## src/rtl/axi4_stream_framer_pkg.sv

```systemverilog
// Shared types and helpers for the AXI4-Stream framing blocks.
// The framer FSM state, a constant-foldable clog2 and the final-beat keep mask.
package axi4s_pkg;

  typedef enum logic {
    IDLE = 1'b0,
    RUN  = 1'b1
  } state_t;

  localparam int MAX_BYTES = 64;
  localparam logic [MAX_BYTES-1:0] KEEP_ALL = '1;

  function automatic int clog2(input int unsigned v);
    int r;
    r = 0;
    while ((32'd1 << r) < v) begin
      r = r + 1;
    end
    return r;
  endfunction

  // rem==0 means the last beat is full; otherwise the low rem bytes are valid.
  function automatic logic [MAX_BYTES-1:0] keep_mask(input int unsigned rem,
                                                      input int unsigned nbytes);
    logic [MAX_BYTES-1:0] m;
    if (rem == 0) begin
      m = KEEP_ALL >> (MAX_BYTES - nbytes);
    end else begin
      m = (MAX_BYTES'(1) << rem) - MAX_BYTES'(1);
    end
    return m;
  endfunction

endpackage

```

## src/rtl/axi4_stream_framer_if.sv

```systemverilog
// Unframed input stream plus framed AXI4-Stream output, bundled for the framer.
// slave is the framer's own view; master is the view of the source/sink around it.
interface axi4_stream_framer_if #(
  parameter int DATA_BYTES = 4,
  parameter int ID_WIDTH   = 8,
  parameter int DEST_WIDTH = 2
) ();

  logic [8*DATA_BYTES-1:0] S_TDATA;
  logic                    S_TVALID;
  logic                    S_TREADY;

  logic [8*DATA_BYTES-1:0] M_TDATA;
  logic                    M_TVALID;
  logic                    M_TREADY;
  logic                    M_TLAST;
  logic [DATA_BYTES-1:0]   M_TKEEP;
  logic [DATA_BYTES-1:0]   M_TSTRB;
  logic [ID_WIDTH-1:0]     M_TID;
  logic [DEST_WIDTH-1:0]   M_TDEST;

  modport slave (
    input  S_TDATA, S_TVALID, M_TREADY,
    output S_TREADY, M_TDATA, M_TVALID, M_TLAST, M_TKEEP, M_TSTRB, M_TID, M_TDEST
  );

  modport master (
    output S_TDATA, S_TVALID, M_TREADY,
    input  S_TREADY, M_TDATA, M_TVALID, M_TLAST, M_TKEEP, M_TSTRB, M_TID, M_TDEST
  );

endinterface

```

## src/rtl/axi4_stream_framer_skid_buffer.sv

```systemverilog
// Two-entry output skid buffer with a registered input ready.
// Ready depends only on occupancy, so the upstream path never sees the downstream ready.
module axi4s_skid_buffer #(
  parameter int W = 8
) (
  input  logic         clk,
  input  logic         rst,
  input  logic [W-1:0] i_s_data,
  input  logic         i_s_valid,
  output logic         o_s_ready,
  output logic [W-1:0] o_m_data,
  output logic         o_m_valid,
  input  logic         i_m_ready
);

  logic [W-1:0] r_mem [2];
  logic         r_wr_ptr;
  logic         r_rd_ptr;
  logic [1:0]   r_count;
  logic         r_ready;
  logic [1:0]   w_count_nxt;
  logic         w_push;
  logic         w_pop;

  assign w_push = i_s_valid && r_ready;
  assign w_pop  = (r_count != 2'd0) && i_m_ready;

  always_comb begin
    w_count_nxt = r_count;
    if (w_push && !w_pop) begin
      w_count_nxt = r_count + 2'd1;
    end else if (!w_push && w_pop) begin
      w_count_nxt = r_count - 2'd1;
    end
  end

  // A push while one entry is held writes the other slot, so the head stays stable.
  always_ff @(posedge clk or posedge rst) begin
    if (rst) begin
      r_mem[0] <= '0;
      r_mem[1] <= '0;
      r_wr_ptr <= 1'b0;
      r_rd_ptr <= 1'b0;
      r_count  <= 2'd0;
      r_ready  <= 1'b0;
    end else begin
      if (w_push) begin
        r_mem[r_wr_ptr] <= i_s_data;
        r_wr_ptr        <= ~r_wr_ptr;
      end
      if (w_pop) begin
        r_rd_ptr <= ~r_rd_ptr;
      end
      r_count <= w_count_nxt;
      r_ready <= (w_count_nxt != 2'd2);
    end
  end

  assign o_s_ready = r_ready;
  assign o_m_data  = r_mem[r_rd_ptr];
  assign o_m_valid = (r_count != 2'd0);

endmodule

```

## src/rtl/axi4_stream_framer.sv

```systemverilog
// AXI4-Stream framer: cuts an unframed stream into frames of cfg_len bytes with
// exact-beat TLAST, partial final TKEEP/TSTRB and per-frame TID/TDEST.
//   state | meaning
//   IDLE  | no frame latched, input not accepted
//   RUN   | frame config latched, beats accepted into the skid buffer
module axi4_stream_framer
  import axi4s_pkg::*;
#(
  parameter int DATA_BYTES = 4,
  parameter int ID_WIDTH   = 8,
  parameter int DEST_WIDTH = 2,
  parameter int LEN_WIDTH  = 32
) (
  input  logic                  ACLK,
  input  logic                  RST,
  input  logic                  cfg_en,
  input  logic [LEN_WIDTH-1:0]  cfg_len,
  input  logic [ID_WIDTH-1:0]   cfg_id,
  input  logic [DEST_WIDTH-1:0] cfg_dest,
  axi4_stream_framer_if.slave   axis,
  output logic [31:0]           frame_cnt,
  output logic                  busy
);

  localparam int LOG2_B = clog2(DATA_BYTES);
  localparam int REM_W  = (LOG2_B > 0) ? LOG2_B : 1;
  localparam int W      = 8*DATA_BYTES + 1 + DATA_BYTES + ID_WIDTH + DEST_WIDTH;
  localparam logic [DATA_BYTES-1:0] KEEP_FULL = KEEP_ALL[DATA_BYTES-1:0];
  localparam logic [LEN_WIDTH:0]    ONE_L     = 1;

  state_t                r_state;
  state_t                w_state_nxt;
  logic                  w_load;
  logic [LEN_WIDTH:0]    r_beats_left;
  logic [LEN_WIDTH:0]    w_ceil;
  logic [REM_W-1:0]      r_rem;
  logic [REM_W-1:0]      w_rem_new;
  logic [ID_WIDTH-1:0]   r_id;
  logic [DEST_WIDTH-1:0] r_dest;
  logic [31:0]           r_frame_cnt;
  logic                  w_cfg_ok;
  logic                  w_skid_ready;
  logic                  w_push;
  logic                  w_last;
  logic [DATA_BYTES-1:0] w_keep;
  logic [W-1:0]          w_in_pkt;
  logic [W-1:0]          w_out_pkt;
  logic                  w_out_valid;

  assign w_cfg_ok = cfg_en && (cfg_len != '0);

  // One extra bit keeps the round-up from overflowing at the maximum length.
  assign w_ceil    = ({1'b0, cfg_len} + (LEN_WIDTH+1)'(DATA_BYTES - 1)) >> LOG2_B;
  assign w_rem_new = (LOG2_B == 0) ? '0 : cfg_len[REM_W-1:0];

  assign axis.S_TREADY = (r_state == RUN) && w_skid_ready;
  assign w_push        = axis.S_TVALID && axis.S_TREADY;
  assign w_last        = (r_beats_left == '0);
  assign w_keep        = w_last ? DATA_BYTES'(keep_mask(32'(r_rem), DATA_BYTES)) : KEEP_FULL;

  always_comb begin
    w_state_nxt = r_state;
    w_load      = 1'b0;
    case (r_state)
      IDLE: begin
        if (w_cfg_ok) begin
          w_state_nxt = RUN;
          w_load      = 1'b1;
        end
      end
      RUN: begin
        // Re-latching on the last beat starts the next frame with no bubble.
        if (w_push && w_last) begin
          if (w_cfg_ok) begin
            w_load = 1'b1;
          end else begin
            w_state_nxt = IDLE;
          end
        end
      end
      default: w_state_nxt = IDLE;
    endcase
  end

  always_ff @(posedge ACLK or posedge RST) begin
    if (RST) begin
      r_state      <= IDLE;
      r_beats_left <= '0;
      r_rem        <= '0;
      r_id         <= '0;
      r_dest       <= '0;
    end else begin
      r_state <= w_state_nxt;
      if (w_load) begin
        r_beats_left <= w_ceil - ONE_L;
        r_rem        <= w_rem_new;
        r_id         <= cfg_id;
        r_dest       <= cfg_dest;
      end else if (w_push) begin
        r_beats_left <= r_beats_left - ONE_L;
      end
    end
  end

  always_ff @(posedge ACLK or posedge RST) begin
    if (RST) begin
      r_frame_cnt <= 32'd0;
    end else if (axis.M_TVALID && axis.M_TREADY && axis.M_TLAST) begin
      r_frame_cnt <= r_frame_cnt + 32'd1;
    end
  end

  assign w_in_pkt = {axis.S_TDATA, w_last, w_keep, r_id, r_dest};

  axi4s_skid_buffer #(
    .W(W)
  ) u_skid (
    .clk       (ACLK),
    .rst       (RST),
    .i_s_data  (w_in_pkt),
    .i_s_valid (w_push),
    .o_s_ready (w_skid_ready),
    .o_m_data  (w_out_pkt),
    .o_m_valid (w_out_valid),
    .i_m_ready (axis.M_TREADY)
  );

  assign {axis.M_TDATA, axis.M_TLAST, axis.M_TKEEP, axis.M_TID, axis.M_TDEST} = w_out_pkt;
  assign axis.M_TSTRB  = axis.M_TKEEP;
  assign axis.M_TVALID = w_out_valid;

  assign frame_cnt = r_frame_cnt;
  assign busy      = (r_state == RUN);

endmodule

```

## src/flat_wrapper.sv

```systemverilog
// flat-port wrapper written by rule: the top's interface ports become plain ports
module axi4_stream_framer_flat import axi4s_pkg::*;
#(
  parameter int DATA_BYTES = 4,
  parameter int ID_WIDTH   = 8,
  parameter int DEST_WIDTH = 2,
  parameter int LEN_WIDTH  = 32
)
  (ACLK, RST, cfg_en, cfg_len, cfg_id, cfg_dest, frame_cnt, busy, axis_S_TDATA, axis_S_TVALID, axis_M_TREADY, axis_S_TREADY, axis_M_TDATA, axis_M_TVALID, axis_M_TLAST, axis_M_TKEEP, axis_M_TSTRB, axis_M_TID, axis_M_TDEST);
  axi4_stream_framer_if #(.DATA_BYTES(DATA_BYTES), .ID_WIDTH(ID_WIDTH), .DEST_WIDTH(DEST_WIDTH)) axis_i ();
  input  logic ACLK;
  input  logic RST;
  input  logic cfg_en;
  input  logic [LEN_WIDTH-1:0] cfg_len;
  input  logic [ID_WIDTH-1:0] cfg_id;
  input  logic [DEST_WIDTH-1:0] cfg_dest;
  output logic [31:0] frame_cnt;
  output logic busy;
  input wire logic [$bits(axis_i.S_TDATA)-1:0] axis_S_TDATA;
  input wire logic [$bits(axis_i.S_TVALID)-1:0] axis_S_TVALID;
  input wire logic [$bits(axis_i.M_TREADY)-1:0] axis_M_TREADY;
  output wire logic [$bits(axis_i.S_TREADY)-1:0] axis_S_TREADY;
  output wire logic [$bits(axis_i.M_TDATA)-1:0] axis_M_TDATA;
  output wire logic [$bits(axis_i.M_TVALID)-1:0] axis_M_TVALID;
  output wire logic [$bits(axis_i.M_TLAST)-1:0] axis_M_TLAST;
  output wire logic [$bits(axis_i.M_TKEEP)-1:0] axis_M_TKEEP;
  output wire logic [$bits(axis_i.M_TSTRB)-1:0] axis_M_TSTRB;
  output wire logic [$bits(axis_i.M_TID)-1:0] axis_M_TID;
  output wire logic [$bits(axis_i.M_TDEST)-1:0] axis_M_TDEST;
  assign axis_i.S_TDATA = axis_S_TDATA;
  assign axis_i.S_TVALID = axis_S_TVALID;
  assign axis_i.M_TREADY = axis_M_TREADY;
  assign axis_S_TREADY = axis_i.S_TREADY;
  assign axis_M_TDATA = axis_i.M_TDATA;
  assign axis_M_TVALID = axis_i.M_TVALID;
  assign axis_M_TLAST = axis_i.M_TLAST;
  assign axis_M_TKEEP = axis_i.M_TKEEP;
  assign axis_M_TSTRB = axis_i.M_TSTRB;
  assign axis_M_TID = axis_i.M_TID;
  assign axis_M_TDEST = axis_i.M_TDEST;
  axi4_stream_framer #(.DATA_BYTES(DATA_BYTES), .ID_WIDTH(ID_WIDTH), .DEST_WIDTH(DEST_WIDTH), .LEN_WIDTH(LEN_WIDTH)) u_core (.ACLK(ACLK), .RST(RST), .cfg_en(cfg_en), .cfg_len(cfg_len), .cfg_id(cfg_id), .cfg_dest(cfg_dest), .axis(axis_i), .frame_cnt(frame_cnt), .busy(busy));
endmodule
```

## config.mk

```make
export PLATFORM = sky130hd
export DESIGN_NAME = axi4_stream_framer_flat
export DESIGN_NICKNAME = d
export VERILOG_FILES = /design/src/rtl/axi4_stream_framer_pkg.sv /design/src/rtl/axi4_stream_framer_if.sv /design/src/rtl/axi4_stream_framer_skid_buffer.sv /design/src/rtl/axi4_stream_framer.sv /design/src/flat_wrapper.sv
export SDC_FILE = /design/constraint.sdc
export NUM_CORES = 1
export LEC_CHECK = 0
export ABC_AREA = 1
export BUFFER_PORTS_ARGS = -buffer_cell sky130_fd_sc_hd__buf_4
export CORE_MARGIN = 2
export CORE_UTILIZATION = 35
export CTS_BUF_LIST = sky130_fd_sc_hd__clkbuf_16
export CTS_CLUSTER_DIAMETER = 120
export DETAILED_ROUTE_END_ITERATION = 8
export GPL_TIMING_DRIVEN = 1
export PLACE_DENSITY = 0.59
export REMOVE_ABC_BUFFERS = 1
export SLEW_MARGIN = 10
export SYNTH_ARGS = -nofsm -noshare
export SYNTH_HDL_FRONTEND = slang
export SYNTH_SLANG_ARGS = --single-unit
```

## constraint.sdc

```tcl
create_clock -name ACLK -period 13.5 [get_ports ACLK]
set_clock_uncertainty 0.1 [all_clocks]
set_input_delay 1.35 -clock ACLK [delete_from_list [all_inputs] [get_ports ACLK]]
set_output_delay 1.35 -clock ACLK [all_outputs]
set_load 0.01 [all_outputs]
```

==> results of run 1 <==
-- final timing paths --
kind / endpoint / slack, ps / start
worst min register to register: u_core.u_skid.r_mem[57] / 350 / u_core.u_skid.r_mem[57]
worst min-delay path: u_core.u_skid.r_mem[57] / 350 / u_core.u_skid.r_mem[57]
worst max register to register: u_core.frame_cnt[27] / 10270 / u_core.u_skid.r_rd_ptr
min in group asynchronous: u_core.u_skid.r_mem[81] / 980 / RST
max in group asynchronous: u_core.u_skid.r_mem[61] / 10730 / RST
worst max-delay path: axis_M_TLAST / 9540 / u_core.u_skid.r_rd_ptr
-- layout by cell type, fill, tap and decap left out, types with 4 or more instances in the layout --
master	count
nand2_1	525
dfrtp_1	176
inv_1	174
buf_4	170
o21ai_0	144
nor2_1	133
nand3_1	82
xor2_1	46
nand2_2	21
xnor2_1	18
clkbuf_16	17
nor4_1	14
nand4_1	14
nor2_4	13
inv_2	13
nor3_1	13
nor2_2	10
a21oi_1	8
o221ai_1	8
inv_6	7
ha_1	6
o211ai_1	4
-- power by group --
| part | internal [mW] | total, mW | switching (mW) | leakage (nW) |
|---|---|---|---|---|
| Sequential | 0.699 | 0.793 | 0.0947 | 2.16 |
| Combinational | 0.326 | 0.811 | 0.485 | 4.11 |
| Clock | 0.237 | 0.454 | 0.217 | 0.260 |
-- kinds of logic (layout without fill, tap and decap cells) --
family	count (synthesis)	in the layout
flops	177	177
buf+inv	233	389
simple gates	843	843
fa+ha+maj	6	6
compound gates	170	170
mux	1	1
xor+xnor	64	64
-- cells in the mapped netlist, types with 2 or more instances --
master | count | area share (%)
nand2_4 | 3 | 0.32
nand4_2 | 2 | 0.24
buf_2 | 6 | 0.29
buf_6 | 2 | 0.21
nor2_2 | 10 | 0.59
nand2_1 | 525 | 19
nor2_1 | 133 | 4.7
o21bai_1 | 2 | 0.14
xnor2_1 | 18 | 1.5
inv_1 | 174 | 6.2
o21ai_1 | 2 | 0.095
nor4_1 | 14 | 0.83
nand3_2 | 3 | 0.29
nor3_1 | 13 | 0.62
o21ai_0 | 144 | 6.8
clkinv_1 | 2 | 0.071
nand3_1 | 82 | 3.9
o211ai_1 | 4 | 0.29
inv_2 | 11 | 0.39
xor2_1 | 46 | 3.8
nand4_1 | 14 | 0.83
o221ai_1 | 8 | 0.67
clkbuf_1 | 32 | 1.1
dfrtp_1 | 177 | 42
nand2_2 | 21 | 1.2
buf_4 | 4 | 0.29
nor2_4 | 13 | 1.4
a21oi_1 | 8 | 0.38
ha_1 | 6 | 0.71
or2_2 | 3 | 0.18
-- sequential cells by signal, summed over array words and instances (netlist names) --
register / flops
u_core.u_skid.r_rd_ptr: 1
u_core.r_rem: 2
u_core.u_skid.r_wr_ptr: 1
u_core.frame_cnt: 32
u_core.u_skid.o_s_ready: 1
u_core.u_skid.r_mem: 94
u_core.u_skid.r_count: 2
u_core.r_dest: 2
u_core.r_id: 8
u_core.busy: 1
u_core.r_beats_left: 33
-- per-stage QoR --
step | area (um^2) | setup WS (ps)
floorplan | 10300 | 7250
global placement | 12100 | 9710
detailed placement | 12100 | 9680
CTS | 12600 | 9450
global route | 12600 | 9320
finish | 12600 | 9540
-- area by class of cell --
| class | count | area share, % |
|---|---|---|
| multi-input combinational | 1084 | 41.1 |
| clock buffer | 17 | 3.37 |
| timing repair buffer | 170 | 10.1 |
| tap | 390 | 3.86 |
| inverter | 188 | 5.64 |
| clock inverter | 14 | 0.842 |
| sequential | 177 | 35.1 |
-- worst min-delay path, delay by kind of cell (launching register included) --
family	cells	cell delay, ps
AND/OR/NAND/NOR	1	50
flip-flops	1	320
buffers and inverters	1	40
-- metal layers --
metal	routed length, um	vias to the layer above	global-route usage [%]
li1	-	4954	-
met1	13500	4320	25.4
met2	11700	262	27.5
met3	1450	37	2.74
met4	604	0	5.77
met5	0	-	0
==> results by stage, run 1 <==
Synthesis:
- The number of synthesized register bits is 177.
- The number of distinct library cells after synthesis is 42.
- After synthesis, the largest family of logic cells by area is simple AND/OR/NAND/NOR gates.
- For this run, the leading register cell type out of synthesis is dfrtp_1.
- Sequential elements use 42.1% of the synthesized area.
- The number of flops mapped to enable cells by yosys is 0.
- The share of synthesized flip-flops with an asynchronous set or reset is 100%.
- Of the total synthesized cell area, the portion taken by full adders, half adders and majority gates is less than 1%.
- The synthesized netlist devotes 5.32% of its cell area to XOR and XNOR gates.
- The share of cell area taken by muxes after synthesis is less than 1%.
- The synthesis warning total is 0.
- The synthesized netlist devotes 8.54% of its cell area to compound gates.
- In this run the cell area of the synthesized design comes to 0.0105 mm^2.
- The cell count after synthesis is 1494.
- A synthesized cell averages 7.05 um^2.
- The simple-gate share of the synthesized area is roughly a third.

Detailed routing:
- In the routed layout, each cell is associated on average with a via count of 4.69.
- The wire length per cell after detailed routing is 13.4 um.
- For this run, design rule violations remaining after detail routing come to 0.
- The total wire length is 27300 um.
- The count of TritonRoute iterations in the first routing pass is 7.
- The antenna violation net count after detailed routing is 0.
- For this block, the initial DRC count from the detailed router was 589.
- The detailed router placed about 9600 vias in this run.

Layout:
- After the last flow step, the layout net total stands at 1723.
- In the final layout, flip-flops and latches occupy ~0.0044 mm^2.
- The repair_antennas step left the layout with diodes totalling 0.
- The footprint of the multi-input gates is 0.00519 mm^2.
- The number of inserted filler cells in the final layout is 3115.
- The count of cells in the finished layout, fillers not included, comes to 2040.
- The final design utilization is a little over two fifths.
- The share of final-layout standard cells stronger than drive strength 1 is 16.7%.
- From synthesis to final layout, the design area changed by 19.9%.

CTS:
- The H-tree generated during clock tree synthesis spans 4 levels.
- CTS saw 177 sinks.
- The number of buffers on the longest clock path is 2.
- The tree is rooted in a clkbuf_16.
- The clock buffer count from CTS is 17.
- The CTS tree is done.
- The quantity of gates resized following cts is 0.
- The later pin in the worst-skew pair is clocked with a latency of 430 ps.
- Once the clock tree was built, the setup fixing pass inserted 0 buffers.
- The clock transition at the register clock pins on the worst setup and hold paths after CTS is 60 ps.
- Buffers inserted to repair hold after CTS numbered 0.

Setup path:
- STA puts the critical path data required time at 12050 ps.
- The kind of cell with the highest combined delay on the critical path is buffers and inverters.
- The most repeated library cell on the critical path is buf_4.
- The depth of the worst register-to-register path is 10.
- Data on the critical path arrives at its endpoint at 2510 ps.
- The number of buffers and inverters on the critical path is 3.
- The logic depth of the worst setup path including buffers is 5.
- Traced cell by cell, the critical path runs through buf_4 -> clkinv_2 -> nand2_1 -> nand2_2 -> buf_4.
- Along the worst path, the maximum fanout reaches 53.
- For this design, the slowest cell found on the critical path is clkinv_2.
- The startpoint type of the worst setup path is a register.
- The worst setup path category is register to primary output.
- The worst setup path is captured at a primary output.
- The biggest cell delay along the critical path is 730 ps.

Timing:
- Setup repair after global routing left no endpoint under its margin.
- The measured slew at the worst slew-check pin is 1080 ps.
- Based on the critical path, the design can be clocked at up to 253 MHz.
- The worst hold-check slack is between 300 and 400 ps.
- Setup violations remaining at the end of the flow were counted as 0.
- The worst path in the final design needs a cycle of 3960 ps, including I/O delays and setup.
- The number of hold-slack violations in the final timing report is 0.
- Headroom to the max-slew limit came out at 28.0%.
- Summed over all failing endpoints, the final setup total negative slack is 0 ps.
- The fraction of the cycle the final worst path needs is about 30%.
- The count of pins over their slew limit is 0.

Floorplan:
- The die height is 177 um.
- The core box area is between 0.02 and 0.03 mm^2.
- The top-level port count is 165.
- The starting density of the core is 35.5%.
- The floorplan die width is 177 um.
- The die covers 0.0315 mm^2.
- Row generation in the floorplan step produced 63 rows.

Status:
- The run finished with clean final reports.

GRT:
- The first global-routing pass estimated 45200 um of wire.
- The initial antenna violation count is 0.
- The overall global routing resource usage is approximately 18%.
- The via count of the first global-routing pass came to about 9100.
- Entering global routing, the biggest net connects 94 pins.
- The total global routing overflow is 0.

Hold path:
- The type of the tightest min-delay check is register to register.
- The worst hold path was traced through 2 stages.

Placed design:
- The detailed-placement wirelength estimate is 19700 um.
- Once placement completed, the tool counted placed cells totaling 2009.
- The quantity of I/O buffers inserted on ports is 164.
- The final weighted congestion in routability-driven placement is 0.906.

Run:
- Max-cap violations in this run came to 0.

Power:
- For this design the static power due to leakage is 6.53 nW.
- The design draws 2.06 mW.
- Power spread over the standard cell area amounts to around 160 mW/mm^2.
- VDD sags by at most 72.6 uV.
(Power assumes the default switching activity.)
==> run 2, diff against run 1 <==
--- a/config.mk
+++ b/config.mk
@@ -13,7 +13,7 @@
 export CTS_CLUSTER_DIAMETER = 120
 export DETAILED_ROUTE_END_ITERATION = 8
 export GPL_TIMING_DRIVEN = 1
-export PLACE_DENSITY = 0.59
+export PLACE_DENSITY = 0.61
 export REMOVE_ABC_BUFFERS = 1
 export SLEW_MARGIN = 10
 export SYNTH_ARGS = -nofsm -noshare
==> constraint.sdc (replaced) <==
create_clock -name ACLK -period 3.42 [get_ports ACLK]
set_clock_uncertainty 0.1 [all_clocks]
set_input_delay 0.342 -clock ACLK [delete_from_list [all_inputs] [get_ports ACLK]]
set_output_delay 0.342 -clock ACLK [all_outputs]
set_load 0.01 [all_outputs]
==> results by stage, run 2 (same netlist as run 1, synthesis figures left out) <==
CTS:
- The number of buffers on the longest clock path is 2.
- The CTS tree is done.
- In this run, post-CTS repair resized a total of 0 instances.
- The clock insertion delay at the later pin of the skew report is roughly 420 ps.
- The clock buffer count from CTS is 17.
- The H-tree generated during clock tree synthesis spans 4 levels.
- The root buffer cell is clkbuf_16.
- The number of buffers inserted to repair setup after CTS is 0.
- In this run, post-CTS hold repair placed 0 buffers.
- The clock transition at the register clock pins on the worst setup and hold paths after CTS is roughly 60 ps.
- The total number of clock tree sinks is 177.

Setup path:
- The reg-to-reg startpoint is u_core.r_beats_left[0].
- The critical path required time is 3660 ps.
- Measured in cells, the most critical reg-to-reg path has a length of 13.
- The worst-case register-to-register setup slack is 630 ps.
- The worst register-to-register path ends at u_core.r_id[3].
- The critical path in this run is classified as register to register.
- The sort of element at the end of the critical path is a register.
- The most critical setup path has its startpoint at u_core.r_beats_left[0].
- The startpoint type of the worst setup path is a register.
- The arrival time at the worst endpoint is about 3000 ps.
- The maximum fanout encountered on the critical timing path is 27.

GRT:
- The initial antenna violation count came to 0.
- Global routing finished with a remaining overflow of 0.
- Global routing used 17.8% of the available tracks across all layers.
- Entering global routing, the biggest net connects 89 pins.
- The first global-routing pass estimated 45200 um of wire.
- The via count of the first global-routing pass is about 9000.

Hold path:
- The type of the tightest min-delay check is input port to asynchronous set/reset pin.

Detailed routing:
- The wire length per cell after detailed routing is 13.4 um.
- The number of vias per cell is approximately 4.8.
- The count of nets left with antenna violations once routing finished came out at 0.
- The total vias in the final route is 9744.
- After the first detailed-routing iteration, the DRC count stood at 525.
- The first detailed-routing pass took 5 iterations.
- The total wire length is between 20000 and 30000 um.
- The DRC violation count after routing is 0.

Timing:
- In this run the tightest slew margin relative to its limit is 41.2%.
- The count of endpoints failing setup in the final report is 0.
- The sum of negative setup slack is 0 ps.
- The count of pins over their slew limit is 0.
- Based on the critical path, the design can be clocked at up to 359 MHz.
- The worst hold-check slack is -21.2 ps.
- The measured slew at the worst slew-check pin is 881 ps.
- Setup repair after global routing left no endpoint under its margin.
- The worst path uses 81.5% of the clock period.
- The number of hold-slack violations in the final timing report is 11.
- The post-layout worst setup margin is 632 ps.
- The smallest clock period supported by the final layout is computed as about 2800 ps.

Layout:
- The number of cells in the finished layout apart from fillers is 2046.
- The number of flip-flops in the largest register is 94.
- For this run, the post-layout net count is 1728.
- The repair_antennas step left the layout with diodes totalling 0.
- The library cell used most frequently in the layout, excluding fill and tap cells, is nand2_1.
- The number of inserted filler cells in the final layout is 3138.
- The signed area change from the synthesized netlist to the final layout is 20.9%.
- The top cell types in the final layout, fill and taps aside, are nand2_1 (525), inv_1 (176), dfrtp_1 (176), buf_4 (172), o21ai_0 (144).
- The share of final-layout standard cells stronger than drive strength 1 is between 10% and 20%.
- The register with the most flip-flops is u_core.u_skid.r_mem.
- The final instance area is ~0.013 mm^2.

Placed design:
- In this run the cell area measured after placement is 0.0122 mm^2.
- The number of placed instances, taps included is just over 2000.
- After legalization and detailed placement, the total HPWL measured 20400 um.
- Before CTS, the worst setup slack after placement is 605 ps.
- The quantity of I/O buffers inserted on ports is 164.
- The final weighted congestion in routability-driven placement is between 0.8 and 0.9.

Floorplan:
- The die covers ~0.031 mm^2.
- The core box area is 0.0296 mm^2.
- The floorplan has 63 rows.
- The starting density of the core is 35.5%.
- The die is between 150 and 200 um wide.
- The top-level port count is 165.
- The die height is 177 um.

Status:
- The run finished, with violations left.
- The final reports fail on negative hold slack.

Power:
- In this run the power density over the cells is 648 mW/mm^2.
- The largest vdd supply drop is 310 uV.
- The standby leakage power is 6.60 nW.

Run:
- The number of max-cap violations is 0.
run 2: cell types whose count changed in the layout (fill, tap and decap cells not counted):
cell	before	now
inv_6	7	1
clkinv_2	2	6
buf_12	0	3
buf_4	170	172
bufinv_16	0	2
inv_1	174	176
clkinv_1	1	2
clkinv_4	3	2
clkinvlp_4	2	1
run 2: per-stage QoR:
| stage | util, % | total power [mW] |
|---|---|---|
| CTS | 42.9 | 8.34 |
| floorplan | - | 5.03 |
| detailed placement | 41.1 | 6.45 |
| global route | 42.9 | 8.93 |
| finish | 42.9 | 8.25 |
| global placement | 41.1 | 6.37 |
run 2: worst max path at each step:
stage | endpoint | slack (ps) | depth (start not counted)
3_5_place_dp | u_core.r_id[3] | 600 | 13
6_report | u_core.r_id[3] | 630 | 13
4_1_cts | u_core.r_id[3] | 590 | 13
5_1_grt | u_core.r_id[2] | 280 | 12
3_3_place_gp | u_core.r_dest[1] | 660 | 12
2_1_floorplan | u_core.busy | -1820 | 1
run 2: where the power goes:
group          switching [mW]  internal, mW
Clock                   0.796          1.06
Combinational            1.94          1.31
Sequential              0.385          2.76
run 2: routing by layer:
metal	GRT usage [%]	share of wire, %	vias up
li1	-	-	4966
met1	24.9	48	4508
met2	28.5	45	233
met3	2.42	4.1	37
met4	5.64	2.1	0
met5	0	0	-
run 2: cell type report:
cell class                 count  area (um^2)  area share (%)
clock inverter                15          129            1.01
timing repair buffer         175         1350            10.6
multi-input combinational   1084         5190            40.8
tap                          390          488            3.83
sequential                   177         4430            34.8
clock buffer                  17          425            3.34
inverter                     188          712            5.59
run 2: worst max-delay path: stages, from the launching register on:
cell	delay, ps
dfrtp_1	370
inv_1	90
ha_1	180
nand2_1	110
inv_1	90
nand2_1	60
nor2_1	180
nand4_2	250
nor2_2	220
nand2_1	90
nand2_2	440
buf_4	350
nand2_1	80
o21ai_0	80
